==> config.mk <==
export PLATFORM = sky130hd
export DESIGN_NAME = bit_count_engine_flat
export DESIGN_NICKNAME = d
export VERILOG_FILES = /design/src/rtl/bca_pkg.sv /design/src/rtl/bit_count_engine_if.sv /design/src/rtl/bca_chunk_eval.sv /design/src/rtl/bit_count_engine.sv /design/src/flat_wrapper.sv
export SDC_FILE = /design/constraint.sdc
export NUM_CORES = 1
export LEC_CHECK = 0
export ABC_AREA = 1
export ABC_CLOCK_PERIOD_IN_PS = 4600
export BUFFER_PORTS_ARGS = -buffer_cell sky130_fd_sc_hd__buf_4
export CAP_MARGIN = 15
export CORE_MARGIN = 5
export CORE_UTILIZATION = 50
export CTS_CLUSTER_SIZE = 8
export DETAILED_ROUTE_END_ITERATION = 10
export PLACE_DENSITY = 0.82
export SLEW_MARGIN = 15
export SYNTH_ARGS = -nofsm -noshare
export SYNTH_HDL_FRONTEND = slang
export SYNTH_HIERARCHICAL = 1
export SYNTH_SLANG_ARGS = --single-unit
export TNS_END_PERCENT = 1
==> constraint.sdc <==
create_clock -name clk -period 4.6 [get_ports clk]
set_clock_uncertainty 0.1 [all_clocks]
set_input_delay 0.69 -clock clk [delete_from_list [all_inputs] [get_ports clk]]
set_output_delay 0.69 -clock clk [all_outputs]
set_load 0.05 [all_outputs]
==> src/rtl/bca_pkg.sv <==
// Shared types for the bit-count engine.
// States and per-operand analysis modes.
package bca_pkg;

  typedef enum logic [1:0] {
    IDLE,
    RUN,
    DONE
  } state_e;

  typedef enum logic [1:0] {
    ONES,
    ZEROS,
    TZ,
    LZ
  } mode_e;

endpackage

==> src/rtl/bit_count_engine_if.sv <==
// Operand and result handshakes for the bit-count engine.
// master = producer/consumer side, slave = engine side.
interface bit_count_engine_if #(
  parameter int WIDTH = 8
);

  localparam int CW = $clog2(WIDTH + 1);

  logic             in_valid;
  logic             in_ready;
  logic [WIDTH-1:0] in_data;
  logic [1:0]       in_mode;
  logic             out_valid;
  logic             out_ready;
  logic [CW-1:0]    out_count;
  logic             busy;

  modport master (
    output in_valid,
    output in_data,
    output in_mode,
    output out_ready,
    input  in_ready,
    input  out_valid,
    input  out_count,
    input  busy
  );

  modport slave (
    input  in_valid,
    input  in_data,
    input  in_mode,
    input  out_ready,
    output in_ready,
    output out_valid,
    output out_count,
    output busy
  );

endinterface

==> src/rtl/bca_chunk_eval.sv <==
// Combinational analysis of one B-bit chunk:
// population count, trailing zeros and nonzero flag.
module bca_chunk_eval #(
  parameter int B  = 1,
  parameter int CW = 4
) (
  input  logic [B-1:0]  chunk_i,
  output logic [CW-1:0] pop_o,
  output logic [CW-1:0] tz_o,
  output logic          nz_o
);

  logic found;

  // Popcount and lowest set bit index (tz valid only when nonzero)
  always_comb begin
    pop_o = '0;
    tz_o  = '0;
    found = 1'b0;
    for (int i = 0; i < B; i++) begin
      pop_o = pop_o + CW'(chunk_i[i]);
      if (!found && chunk_i[i]) begin
        tz_o  = CW'(i);
        found = 1'b1;
      end
    end
  end

  assign nz_o = |chunk_i;

endmodule

==> src/rtl/bit_count_engine.sv <==
// Serial bit-analysis engine: ones/zeros count, trailing or
// leading zeros of a WIDTH-bit operand, B bits per cycle.
module bit_count_engine
  import bca_pkg::*;
#(
  parameter int WIDTH          = 8,
  parameter int BITS_PER_CYCLE = 1,
  parameter int CW             = $clog2(WIDTH + 1)
) (
  input logic                clk,
  input logic                reset,
  bit_count_engine_if.slave  bus
);

  localparam int B = BITS_PER_CYCLE;

  if (WIDTH < 2) begin : g_width_chk
    $error("bit_count_engine: WIDTH must be >= 2");
  end
  if (B < 1 || (WIDTH % B) != 0) begin : g_bpc_chk
    $error("bit_count_engine: BITS_PER_CYCLE must divide WIDTH");
  end

  state_e           state_q, state_d;
  mode_e            mode_q, mode_d;
  logic [WIDTH-1:0] sreg_q, sreg_d;
  logic [CW-1:0]    count_q, count_d;

  logic [WIDTH-1:0] load_val;
  logic [WIDTH-1:0] rev_data;
  logic [B-1:0]     chunk;
  logic [CW-1:0]    chunk_pop;
  logic [CW-1:0]    chunk_tz;
  logic             chunk_nz;
  logic             cnt_mode;

  assign chunk    = sreg_q[B-1:0];
  assign cnt_mode = (mode_q == ONES) || (mode_q == ZEROS);

  bca_chunk_eval #(
    .B  (B),
    .CW (CW)
  ) u_eval (
    .chunk_i (chunk),
    .pop_o   (chunk_pop),
    .tz_o    (chunk_tz),
    .nz_o    (chunk_nz)
  );

  // Load-time transform: zeros become ones, LZ becomes TZ of the reversal
  always_comb begin
    rev_data = '0;
    for (int i = 0; i < WIDTH; i++) begin
      rev_data[i] = bus.in_data[WIDTH-1-i];
    end
    case (mode_e'(bus.in_mode))
      ZEROS:   load_val = ~bus.in_data;
      LZ:      load_val = rev_data;
      default: load_val = bus.in_data;
    endcase
  end

  // Next-state, shift register and count update
  always_comb begin
    state_d = state_q;
    mode_d  = mode_q;
    sreg_d  = sreg_q;
    count_d = count_q;
    case (state_q)
      IDLE: begin
        if (bus.in_valid) begin
          sreg_d  = load_val;
          count_d = '0;
          mode_d  = mode_e'(bus.in_mode);
          state_d = RUN;
        end
      end
      RUN: begin
        if (sreg_q == '0) begin
          state_d = DONE;
          if (!cnt_mode) begin
            count_d = CW'(WIDTH);
          end
        end else if (cnt_mode) begin
          count_d = count_q + chunk_pop;
          sreg_d  = sreg_q >> B;
        end else if (chunk_nz) begin
          count_d = count_q + chunk_tz;
          state_d = DONE;
        end else begin
          count_d = count_q + CW'(B);
          sreg_d  = sreg_q >> B;
        end
      end
      DONE: begin
        if (bus.out_ready) begin
          state_d = IDLE;
        end
      end
      default: state_d = IDLE;
    endcase
  end

  // State registers with synchronous reset
  always_ff @(posedge clk) begin
    if (reset) begin
      state_q <= IDLE;
      mode_q  <= ONES;
      sreg_q  <= '0;
      count_q <= '0;
    end else begin
      state_q <= state_d;
      mode_q  <= mode_d;
      sreg_q  <= sreg_d;
      count_q <= count_d;
    end
  end

  assign bus.in_ready  = (state_q == IDLE);
  assign bus.out_valid = (state_q == DONE);
  assign bus.busy      = (state_q == RUN);
  assign bus.out_count = (state_q == DONE) ? count_q : '0;

endmodule
==> src/flat_wrapper.sv <==
// flat-port wrapper written by rule: the top's interface ports become plain ports
module bit_count_engine_flat import bca_pkg::*;
#(
  parameter int WIDTH          = 8,
  parameter int BITS_PER_CYCLE = 1,
  parameter int CW             = $clog2(WIDTH + 1)
)
  (clk, reset, bus_in_valid, bus_in_data, bus_in_mode, bus_out_ready, bus_in_ready, bus_out_valid, bus_out_count, bus_busy);
  bit_count_engine_if #(.WIDTH(WIDTH)) bus_i ();
  input logic clk;
  input logic reset;
  input wire logic [$bits(bus_i.in_valid)-1:0] bus_in_valid;
  input wire logic [$bits(bus_i.in_data)-1:0] bus_in_data;
  input wire logic [$bits(bus_i.in_mode)-1:0] bus_in_mode;
  input wire logic [$bits(bus_i.out_ready)-1:0] bus_out_ready;
  output wire logic [$bits(bus_i.in_ready)-1:0] bus_in_ready;
  output wire logic [$bits(bus_i.out_valid)-1:0] bus_out_valid;
  output wire logic [$bits(bus_i.out_count)-1:0] bus_out_count;
  output wire logic [$bits(bus_i.busy)-1:0] bus_busy;
  assign bus_i.in_valid = bus_in_valid;
  assign bus_i.in_data = bus_in_data;
  assign bus_i.in_mode = bus_in_mode;
  assign bus_i.out_ready = bus_out_ready;
  assign bus_in_ready = bus_i.in_ready;
  assign bus_out_valid = bus_i.out_valid;
  assign bus_out_count = bus_i.out_count;
  assign bus_busy = bus_i.busy;
  bit_count_engine #(.WIDTH(WIDTH), .BITS_PER_CYCLE(BITS_PER_CYCLE), .CW(CW)) u_core (.clk(clk), .reset(reset), .bus(bus_i));
endmodule
* Word-level counts from Yosys, hierarchy flattened
Cells that the tools add are included. W data, S select, Z words.
Word-level totals: output and inout bits 7, memory bits (read-only) 0, register bits 16, memories 0, memory bits (writable) 0, bits in latches 0
Operators by class: multiplexer cells 19, shift-type cells 0, order comparisons 0, add/subtract/negate cells 2, reduce and logical (&&, ||, !) cells 10, equality and inequality tests 13, divide/modulo/power cells 0, multipliers 0, bitwise gates (word level) 1
Operator list (number):
- $mux W8 | 4
- $pmux W8 S2 | 2
- $mux W4 | 6
- $reduce_and A4 Y1 | 3
- $mux W2 | 5
- $ne A3 B3 Y1 const B | 3
- $logic_not A8 Y1 | 1
- $not A8 Y8 | 1
- $pmux W4 S2 | 1
- $eq A2 B1 Y1 const B | 3
- $ne A2 B2 Y1 const B | 3
- $pmux W2 S3 | 1
- $add A4 B1 Y4 | 1
- $add A4 B1 Y4 const B | 1
- $eq A2 B2 Y1 const B | 2
- $logic_not A2 Y1 | 2
- $ne A4 B4 Y1 const B | 1
- $ne A3 B1 Y1 const B | 1
- $reduce_and A3 Y1 | 1
- $reduce_and A2 Y1 | 1
- $reduce_bool A2 Y1 | 1
- $logic_or A1 B1 Y1 | 1

* Logic depth before layout (Yosys ltp)
Gate-level depths: netlist (run 1).
word-level depth 5, gate-level depth with buffers 13, gate-level depth less buffers 12

* Cells and area by module
The synthesis (run 1) kept the hierarchy.
By module, submodules not included:
- bit_count_engine | area each 1108.6 µm², cells an instance 179, times used 1, seq. area each 300.3 µm²
- bca_chunk_eval | area each 71.3 µm², cells an instance 10, times used 1, seq. area each 0.0 µm²

* Least setup slack after synthesis (run 1)
OpenSTA, ideal clock, no wires.
kind flip-flop to output port, start point reg u_core.state_q[1], end point out bus_out_count[0], cell stages (with the launch flop) 5, path buffers 0, arrival time 2087 ps, slack 1723 ps, required time 3810 ps, cells stage by stage dfxtp_1 -> inv_2 -> nor2_1 -> inv_1 -> nor2_1
On the way: cells in the longest elaborated chain, start to end 2
RTL lines:
- start: declaration | RTL line bit_count_engine.sv:24 | state_e state_q, state_d;
- start signal: assignment | RTL line bit_count_engine.sv:112 | state_q <= state_d;
- $eq A2 B2 Y1
- via bus_out_valid | RTL line flat_wrapper.sv:17 | output wire logic [$bits(bus_i.out_valid)-1:0] bus_out_valid;
- $mux W4 | RTL line bit_count_engine.sv:122 | assign bus.out_count = (state_q == DONE) ? count_q : '0;
- end: declaration | RTL line flat_wrapper.sv:18 | output wire logic [$bits(bus_i.out_count)-1:0] bus_out_count;
The timed path passes the listed nets, and every way through them passes these cells.

* Final worst setup path (run 1)
start point reg u_core.state_q[1], end point out bus_out_count[0]
On the way: cells in the longest elaborated chain, start to end 2
RTL lines (RTL line):
- $eq A2 B2 Y1 | bit_count_engine.sv:122
- $mux W4 | bit_count_engine.sv:122
Every way passes these cells.

==> results.md, run 1 <==
* Synth top area share at 0.255
* CTS buffer count at 3
* Top achievable clock speed at between 400 and 500 MHz
* First-pass iteration count of the detailed router at 4
* Ys flop type: dfxtp_1
* Initial DRC count at 34
* # rows at 17
* Final setup violation count at 0
* Top routing layer in use: met4
* Post-synth cell types at 28
* GP Congestion at roughly 0.73
* Initial Utilization at 0.528
* Cell Area, Synth at ~1200 um2
* Register Area at roughly 300 um2
* Initial antenna violation count at 0
* Critical path arrival at 1.35 ns
* Vias per cell at 4.98
* Minimum hold slack at a little under 0.4 ns
* WP data required at roughly 3.8 ns
* Peak supply drop at between 0.2 and 0.3 mV
* Largest area contributor in the synthesized netlist: dfxtp_1
* Worst-skew pair later-pin latency at approximately 0.28 ns
* Pwr Density at ~330 nW/um2
* Mapped Cells at about 190
* Seq/Total Area, Yosys at 0.255
* Syn avg cell area at between 6 and 7 um2
* Synthesis-stage register bit count at 15
* Reg2Reg Depth at 8
* Met2 WL at ~1.2 mm
* Synth Warn # at 6
* P_leak at around 0.0007 uW
* Core area at 2230 um2
* Worst hold path type: flip-flop to flip-flop
* Most frequent cell after synthesis: nand2_1
* Metal3 WL at 53 um
* RR Endpoint: u_core/count_q[1]$_SDFFE_PP0P_
* Slew Viols, Final at 0
* Placed cell count at 232
* Hold_sp: u_core/count_q[0]$_SDFFE_PP0P_
* Global router's overall resource usage at 0.154
* Final period util at 0.465
* Post-CTS sizing at 0
* CP endpoint kind: output port
* Detail Route Antenna Nets at 0
* Critical path peak fanout at 5
* Post-route setup TNS at 0 ns
* Hpwl dp at around 1.9 mm
* Status: finished clean
* FILL cells at approximately 220
* H-tree depth at 1
* Root Driver: clkbuf_4
* Unrepaired setup endpoints after global routing: false
* Clock buffer depth at 2
* Hold Crit Endpoint: u_core/count_q[0]$_SDFFE_PP0P_
* Hold Buf Count CTS at 0
* Final Non-Filler Cells at between 200 and 250
* Die Height at approximately 59 um
* Congestion Overflow GR at 0
* Routed wire length at ~2.4 mm
* TritonCTS Sinks at 15
* Routed WL per cell at 10.2 um
* # port buffers at 20
* Largest net degree at the start of global routing at 15
* Die ar. at roughly 3400 um2
* Multi-input gate area at 697 um2
* Launching point of the worst reg2reg path: u_core/sreg_q[0]$_SDFFE_PP0P_
* DRC at 0
* Async S/R FF share, synth at 0
* Final hold violations at 0
* Global-route wire length before repair at roughly 4.2 mm
* Reg2Reg Setup Slack at about 2.8 ns
* Number of top-level pins at 21
* Synth area leaders: dfxtp_1 25%, nand2_1 14%, nor2_1 10%, inv_1 8.6%, buf_4 5.7%
* Max-cap violations at 0
* Area Growth Syn to Fin at 12.9%
* Setup repair bufs after CTS at 0
* Vias in the first global route at 1002
* Layout cells sized above 1 at 0.173
* Ant. Diodes at 0
* Via count at around 1200
* Startpoint Class: flip-flop
* Met1 wire length at around 1.1 mm
* Top post-synthesis cells by count: 44 x nand2_1, 33 x nor2_1, 27 x inv_1, 15 x dfxtp_1, 12 x nand3_1
* EDFF count, synth at 0
* Critical path class: flip-flop to output port
* Tmin final at 2.14 ns
* WHS Path Cells at 2
* Die width at 58.6 um
* CTS tree: yes
* Final layout net count at about 230
* Clock Pin Slew Worst Setup and Hold Paths at around 0.09 ns
[per-layer routing]
metal,GRT usage,up-vias
met3,0.0175,4
met2,0.263,16
met5,0,-
met4,0.0680,0
li1,-,620
met1,0.193,536
[critical path: stages, from the launching register on]
cell and delay [ns]:
dfxtp_1 0.46, inv_2 0.06, nor2_1 0.12, inv_1 0.11, nor2_1 0.11, buf_4 0.21
[flip-flops by register name, summed over array words and instances (netlist names)]
| register | flops |
|---|---|
| u_core/count_q | 4 |
| u_core/mode_q | 1 |
| u_core/sreg_q | 8 |
| u_core/state_q | 2 |
[report_power, final]
part           switching [uW]  leakage [uW]  total, uW  internal (uW)
clock                    41.8     0.0000177       74.0           32.2
combinational             126      0.000550        196           70.6
sequential               18.3      0.000124        170            151
[layout by cell type, fill, tap and decap left out, types with 2 or more instances in the layout]
cell type   n
a21oi_1    11
nor2_4      2
buf_4      20
nand3_1    12
conb_1      7
nor2_2      2
nor2_1     33
inv_2       4
o221ai_1    4
o21ai_1     7
o21ai_0     2
inv_1      27
nand2_1    44
clkbuf_4    3
ha_1        3
dfxtp_1    15
[worst max-delay path by stage]
| stage | end | slack (ns) | start |
|---|---|---|---|
| 2_1_floorplan | bus_out_count[0] | 1.72 | u_core/state_q[1]$_SDFFE_PP0P_ |
| 3_3_place_gp | bus_out_count[1] | 2.79 | u_core/state_q[1]$_SDFFE_PP0P_ |
| 3_5_place_dp | bus_out_count[0] | 2.76 | u_core/state_q[1]$_SDFFE_PP0P_ |
| 4_1_cts | bus_out_count[0] | 2.43 | u_core/state_q[1]$_SDFFE_PP0P_ |
| 5_1_grt | bus_out_count[1] | 2.30 | u_core/state_q[1]$_SDFFE_PP0P_ |
| 6_report | bus_out_count[0] | 2.46 | u_core/state_q[1]$_SDFFE_PP0P_ |
[logic make-up after synthesis]
group                      share of synthesized area
DFF                                            0.255
and+or+nand+nor                                0.352
other                                        0.00318
adders and majority gates                     0.0488
AOI/OAI and AO/OA                              0.160
xor gates and xnor gates                     0.00742
buffers and inverters                          0.174
[cell type report]
class | count | share of cell area
Multi-Input combinational cell | 137 | 0.523
Clock buffer | 3 | 0.0169
Clock inverter | 1 | 0.00376
Inverter | 32 | 0.0920
Sequential cell | 15 | 0.225
Tap cell | 28 | 0.0263
Timing Repair Buffer | 20 | 0.113
[metrics by stage]
step / power (uW) / area [um2] / utilization / worst slack, ns
6_report: 440 / 1330 / 0.597 / 2.46
3_5_place_dp: 367 / 1310 / 0.584 / 2.76
2_1_floorplan: 334 / 1200 / - / 1.72
3_3_place_gp: 365 / 1310 / 0.584 / 2.79
4_1_cts: 443 / 1330 / 0.597 / 2.43
5_1_grt: 481 / 1330 / 0.597 / 2.30
Note: power is estimated with default switching activity, not from simulation.
==> run 2: changes to the inputs <==
- ABC_CLOCK_PERIOD_IN_PS: 4600 -> 1900
- CORE_UTILIZATION: 50 -> 49
- PLACE_DENSITY: 0.82 -> 0.83
- clock period: 4.6 -> 1.9 ns (I/O delays scaled with it)
==> run 2 against run 1 <==
Hold slack worse by 0.28 ns. Highest routed layer unchanged. Critical endpoint unchanged. Design area rose by 1.1%. Global-route usage is 0.12 points higher. Cell count unchanged. Clock power grew 140%.
==> results.md, run 2 (synthesized netlist as in run 1, its figures left out) <==
* Max-cap violations at 0 (unchanged)
* Setup WS pre-CTS at 0.116 ns (-2.65 ns)
* Clock buffer depth at 2 (unchanged)
* TritonCTS Sinks at 15 (unchanged)
* FILL cells at 242 (+12%)
* Critical path class: flip-flop to output port
* CTS buffer count at 3 (unchanged)
* Global router's overall resource usage at 0.155 (+0.00118)
* CP endpoint kind: output port
* Startpoint Class: flip-flop
* Reg2Reg Depth at 8 (unchanged)
* Hold_sp: reset
* Worst setup margin at 0.173 ns (-2.29 ns)
* Final hold violations at 0 (unchanged)
* Final setup violation count at 0 (unchanged)
* Post-route setup TNS at 0 ns (unchanged)
* Routed wire length at 2.33 mm (-3.0%)
* Final period util at 0.909
* RR Endpoint: u_core/count_q[1]$_SDFFE_PP0P_
* Launching point of the worst reg2reg path: u_core/mode_q[1]$_SDFFE_PP0P_
* Final Util at 0.598 (+0.00103)
* WHS Path Cells at 2 (unchanged)
* Critical path peak fanout at 5 (unchanged)
* Die Height at 59.1 um (+0.85%)
* Hpwl dp at 1.88 mm (+0.57%)
* Via count at 1140 (-3.1%)
* Largest reg by FF count: u_core/sreg_q
* Vias in the first global route at 1024 (+2.2%)
* GP Congestion at 0.796 (+8.6%)
* Reg2Reg Setup Slack at 0.18 ns (-2.60 ns)
* Hold Crit Endpoint: u_core/count_q[0]$_SDFFE_PP0P_
* Crit-path slowest cell: dfxtp_1
* Cell family with most CP delay: flip-flops
* P_leak at 0.000688 uW (-0.35%)
* Tmin final at roughly 1.7 ns
* Initial DRC count at 58 (+71%)
* Final Non-Filler Cells at 236 (unchanged)
* Most frequent cells in the layout: 43 x nand2_1, 28 x nor2_1, 27 x inv_1
* Leading cell type in the layout, fill and taps excluded: nand2_1
* Area Growth Syn to Fin at 14.2%
* Top achievable clock speed at approximately 580 MHz
* Vias per cell at 4.83 (-3.1%)
* Congestion Overflow GR at 0 (unchanged)
* Worst-path cell chain: inv_2, nor2_2, inv_1, nor2_2, buf_4
* Global-route wire length before repair at 4.22 mm (+0.14%)
* Status: finished clean
* Detail Route Antenna Nets at 0 (unchanged)
* Core area at 2250 um2 (+0.95%)
* WP data required at 1.51 ns (-2.30 ns)
* Peak supply drop at 0.559 mV (+98%)
* DRC at 0 (unchanged)
* Worst hold path type: input port to flip-flop
* Max reg flops at 8 (unchanged)
* First-pass iteration count of the detailed router at 4 (unchanged)
* Initial Utilization at 0.523 (-0.00498)
* Critical path arrival at 1.34 ns (about the same)
* Final layout net count at 227 (unchanged)
* Top cell by count, worst path: nor2_2
* Slew Viols, Final at 0 (unchanged)
* Root Driver: clkbuf_4
* Largest regs: u_core/sreg_q (8), u_core/count_q (4), u_core/state_q (2)
* H-tree depth at 1 (unchanged)
* Number of top-level pins at 21 (unchanged)
* Clock Pin Slew Worst Setup and Hold Paths at 0.08 ns (about the same)
* Pwr Density at 794 nW/um2 (+140%)
* Ant. Diodes at 0 (unchanged)
* Die width at 59.1 um (+0.85%)
* Register Area at 302 um2 (+0.42%)
* Worst-skew pair later-pin latency at 0.29 ns (about the same)
* CTS tree: yes
* Critical path buffers and inverters at 3 (unchanged)
* Die ar. at 3490 um2 (+1.7%)
* Routed WL per cell at 9.89 um (-3.0%)
* Hold Buf Count CTS at 0 (unchanged)
* Unrepaired setup endpoints after global routing: false
* # rows at 17 (unchanged)
* Initial antenna violation count at 0 (unchanged)
* Largest net degree at the start of global routing at 15 (unchanged)
* Layout cells sized above 1 at 0.202 (+0.0288)
* # port buffers at 20 (unchanged)
* Minimum hold slack at 0.111 ns (-0.282 ns)
* Worst path max stage delay at 0.46 ns (about the same)
* Placed cell count at 232 (unchanged)
* Multi-input gate area at 712 um2 (+2.2%)
==> run 2: layout make-up <==
| type | count | area share |
|---|---|---|
| Inverter | 32 | 0.0910 |
| Clock buffer | 4 | 0.0195 |
| Multi-Input combinational cell | 137 | 0.528 |
| Tap cell | 28 | 0.0260 |
| Timing Repair Buffer | 20 | 0.111 |
| Sequential cell | 15 | 0.224 |
==> run 2: worst reg2reg max path: stages (launching register included) <==
cell	delay, ns
dfxtp_1	0.39
nand2_2	0.10
o22a_1	0.17
ha_1	0.19
inv_1	0.07
fa_1	0.40
inv_1	0.06
nand2_1	0.05
a21oi_1	0.14
==> run 2: where the power goes <==
group          internal [uW]  total [uW]  leakage, uW  switching (uW)
logic                    172         477     0.000550             305
clock network           81.8         181    0.0000150            99.2
registers                367         412     0.000124            44.8
total                    621        1070     0.000688             449
==> run 2: per-stage QoR <==
step | total power [uW] | instance area, um2
after floorplan | 813 | 1210
after global placement | 886 | 1320
after detailed placement | 892 | 1320
after CTS | 1080 | 1340
after global routing | 1170 | 1350
final | 1070 | 1350
==> run 2: repair_timing <==
| item | CTS | global route |
|---|---|---|
| setup endpoints to repair | 0 | 1 |
| buffers inserted | 0 | 0 |
| resized for setup | 0 | 2 |
==> run 2: how the worst max path moves through the flow <==
stage,startpoint,slack (ns),to,depth (start not counted)
final,u_core/state_q[1]$_SDFFE_PP0P_,0.17,bus_out_count[0],5
after global routing,u_core/state_q[1]$_SDFFE_PP0P_,0.02,bus_out_count[0],5
after global placement,u_core/sreg_q[0]$_SDFFE_PP0P_,0.19,u_core/count_q[1]$_SDFFE_PP0P_,8
after CTS,u_core/sreg_q[0]$_SDFFE_PP0P_,0.09,u_core/count_q[1]$_SDFFE_PP0P_,8
after floorplan,u_core/state_q[1]$_SDFFE_PP0P_,-0.12,bus_out_count[0],4
after detailed placement,u_core/sreg_q[0]$_SDFFE_PP0P_,0.12,u_core/count_q[1]$_SDFFE_PP0P_,8
==> run 2: layer usage <==
| layer | share of wire | up-vias | GRT usage |
|---|---|---|---|
| met5 | 0 | - | 0 |
| met4 | 0.018 | 0 | 0.0744 |
| met3 | 0.040 | 6 | 0.0414 |
| met2 | 0.48 | 17 | 0.248 |
| met1 | 0.46 | 499 | 0.192 |
| li1 | - | 618 | - |
==> run 3: changes to the inputs <==
- PLACE_DENSITY: 0.83 -> default
- PLACE_DENSITY_LB_ADDON: default -> 0.2
- SLEW_MARGIN: 15 -> default
==> run 3 against run 2 <==
Global-route usage increased by 0.47 points. Sequential cell count is the same. Via count grew 2.5%. Clock power is 6% higher. Power up 1.1%. Largest cell class unchanged. Largest power group unchanged.
==> results.md, run 3 (synthesized netlist as in run 1, its figures left out) <==
* Hold Buf Count CTS at 0 (unchanged)
* Global router's overall resource usage at 0.160 (+0.00465)
* GP Congestion at 0.801 (+0.72%)
* Largest regs: u_core/sreg_q (8), u_core/count_q (4), u_core/state_q (2)
* Unrepaired setup endpoints after global routing: false
* Routed WL per cell at 10.7 um (+8.2%)
* Layout cells sized above 1 at 0.207 (+0.00481)
* Register Area at 302 um2 (unchanged)
* Via count at 1169 (+2.5%)
* Global-route wire length before repair at 4.40 mm (+4.3%)
* Sequential Power Share at 0.381 (-0.004)
* Peak supply drop at 0.612 mV (+9.5%)
* Critical path class: flip-flop to output port
* CP endpoint kind: output port
* Share of total power in the clock network at 0.176 (+0.007)
* Vias in the first global route at 1068 (+4.3%)
* Number of top-level pins at 21 (unchanged)
* Initial DRC count at 51 (-12%)
* Max-cap violations at 0 (unchanged)
* Logic pwr share at 0.442 (-0.004)
* WP data required at 1.51 ns (about the same)
* Initial Utilization at 0.523 (unchanged)
* Worst setup margin at 0.144 ns (-0.0295 ns)
* Congestion Overflow GR at 0 (unchanged)
* Critical path peak fanout at 5 (unchanged)
* Largest reg by FF count: u_core/sreg_q
* Critical path arrival at 1.37 ns (+0.03 ns)
* CTS buffer count at 3 (unchanged)
* Slew Viols, Final at 0 (unchanged)
* Switching Share at 0.428 (+0.00820)
* Detail Route Antenna Nets at 0 (unchanged)
* Internal power at 619 uW (-0.31%)
* Area Growth Syn to Fin at 14.5%
* Status: finished clean
* Leading cell type in the layout, fill and taps excluded: nand2_1
* Most frequent cells in the layout: 43 x nand2_1, 28 x nor2_1, 27 x inv_1
* Vias per cell at 4.95 (+2.5%)
* Sw Pwr at 463 uW (+3.1%)
* Tmin final at 1.76 ns (+0.0295 ns)
* # rows at 17 (unchanged)
* FILL cells at 220 (-9.1%)
* Setup WS pre-CTS at 0.108 ns (-0.00810 ns)
* H-tree depth at 1 (unchanged)
* First-pass iteration count of the detailed router at 4 (unchanged)
* Multi-input gate area at 712 um2 (unchanged)
* Largest net degree at the start of global routing at 15 (unchanged)
* Die ar. at 3490 um2 (unchanged)
* Final setup violation count at 0 (unchanged)
* Routed wire length at 2.52 mm (+8.2%)
* Clock buffer depth at 2 (unchanged)
* Hpwl dp at 2.06 mm (+9.1%)
* CTS tree: yes
* TritonCTS Sinks at 15 (unchanged)
* Initial antenna violation count at 0 (unchanged)
* Startpoint Class: flip-flop
* Ant. Diodes at 0 (unchanged)
* Die Height at 59.1 um (unchanged)
* P_leak at 0.000687 uW (-0.15%)
* Worst hold path type: input port to flip-flop
* Total Power at 1080 uW (+1.1%)
* Max reg flops at 8 (unchanged)
* Post-route setup TNS at 0 ns (unchanged)
* # port buffers at 20 (unchanged)
* Worst-skew pair later-pin latency at 0.29 ns (about the same)
* Clock Pin Slew Worst Setup and Hold Paths at 0.10 ns (+0.02 ns)
* Top achievable clock speed at 569 MHz (-1.7%)
* Root Driver: clkbuf_4
* DRC at 0 (unchanged)
* Final period util at 0.924 (+0.0155)
* Core area at 2250 um2 (unchanged)
* Die width at 59.1 um (unchanged)
* Final layout net count at 227 (unchanged)
* Final hold violations at 0 (unchanged)
* Pwr Density at 801 nW/um2 (+0.84%)
==> run 3: cell count changes in the layout (fill, tap and decap cells not counted) <==
cell        before  now
clkinvlp_4       0    1
clkbuf_1         1    0
==> run 3: final timing paths <==
| check | from | to | slack (ns) | cells after the start |
|---|---|---|---|---|
| hold / removal | reset | u_core/sreg_q[7]$_SDFFE_PP0P_ | 0.11 | 2 |
| hold reg to reg | u_core/count_q[0]$_SDFFE_PP0P_ | u_core/count_q[0]$_SDFFE_PP0P_ | 0.39 | 2 |
| setup / recovery | u_core/state_q[1]$_SDFFE_PP0P_ | bus_out_count[2] | 0.14 | 5 |
| setup reg to reg | u_core/mode_q[1]$_SDFFE_PP0P_ | u_core/count_q[1]$_SDFFE_PP0P_ | 0.15 | 8 |
==> run 3: repair_timing <==
action,CTS,global route
setup endpoints to repair,0,2
resized for setup,0,2
setup buffers,0,0
==> run 3: critical path: stages, from the launching register on <==
cell and delay, ns:
dfxtp_1 0.48, inv_2 0.07, nor2_2 0.10, inv_1 0.13
nor2_2 0.11, buf_4 0.20
==> run 3: per-layer routing <==
metal	share of wire	track usage	wire length, um	up-vias
li1	-	-	-	618
met1	0.42	0.183	1060	532
met2	0.54	0.300	1370	17
met3	0.034	0.0392	85	2
met4	0.0055	0.0259	14	0
met5	0	0	0	-
==> run 3: through the flow <==
stage               hold slack [ns]  cells  area [um2]  utilization
finish                        0.112    236        1350        0.599
global route                 0.0981    236        1350        0.599
CTS                           0.110    236        1350        0.598
detailed placement            0.378    232        1320        0.584
global placement              0.371    232        1320        0.584
floorplan                     0.352    195        1210            -
==> run 3: power by group through the flow <==
stage               logic [uW]  registers [uW]  clock network [uW]
floorplan                  405             408                   0
global placement           471             415                   0
detailed placement         479             417                   0
global route               543             420                 214
CTS                        480             410                 198
finish                     479             413                 191
==> run 3: layout make-up <==
type / count / share of cell area
timing repair buffer: 20 / 0.111
sequential: 15 / 0.223
multi-input combinational: 137 / 0.527
clock inverter: 1 / 0.00556
inverter: 32 / 0.0907
clock buffer: 3 / 0.0167
tap: 28 / 0.0259
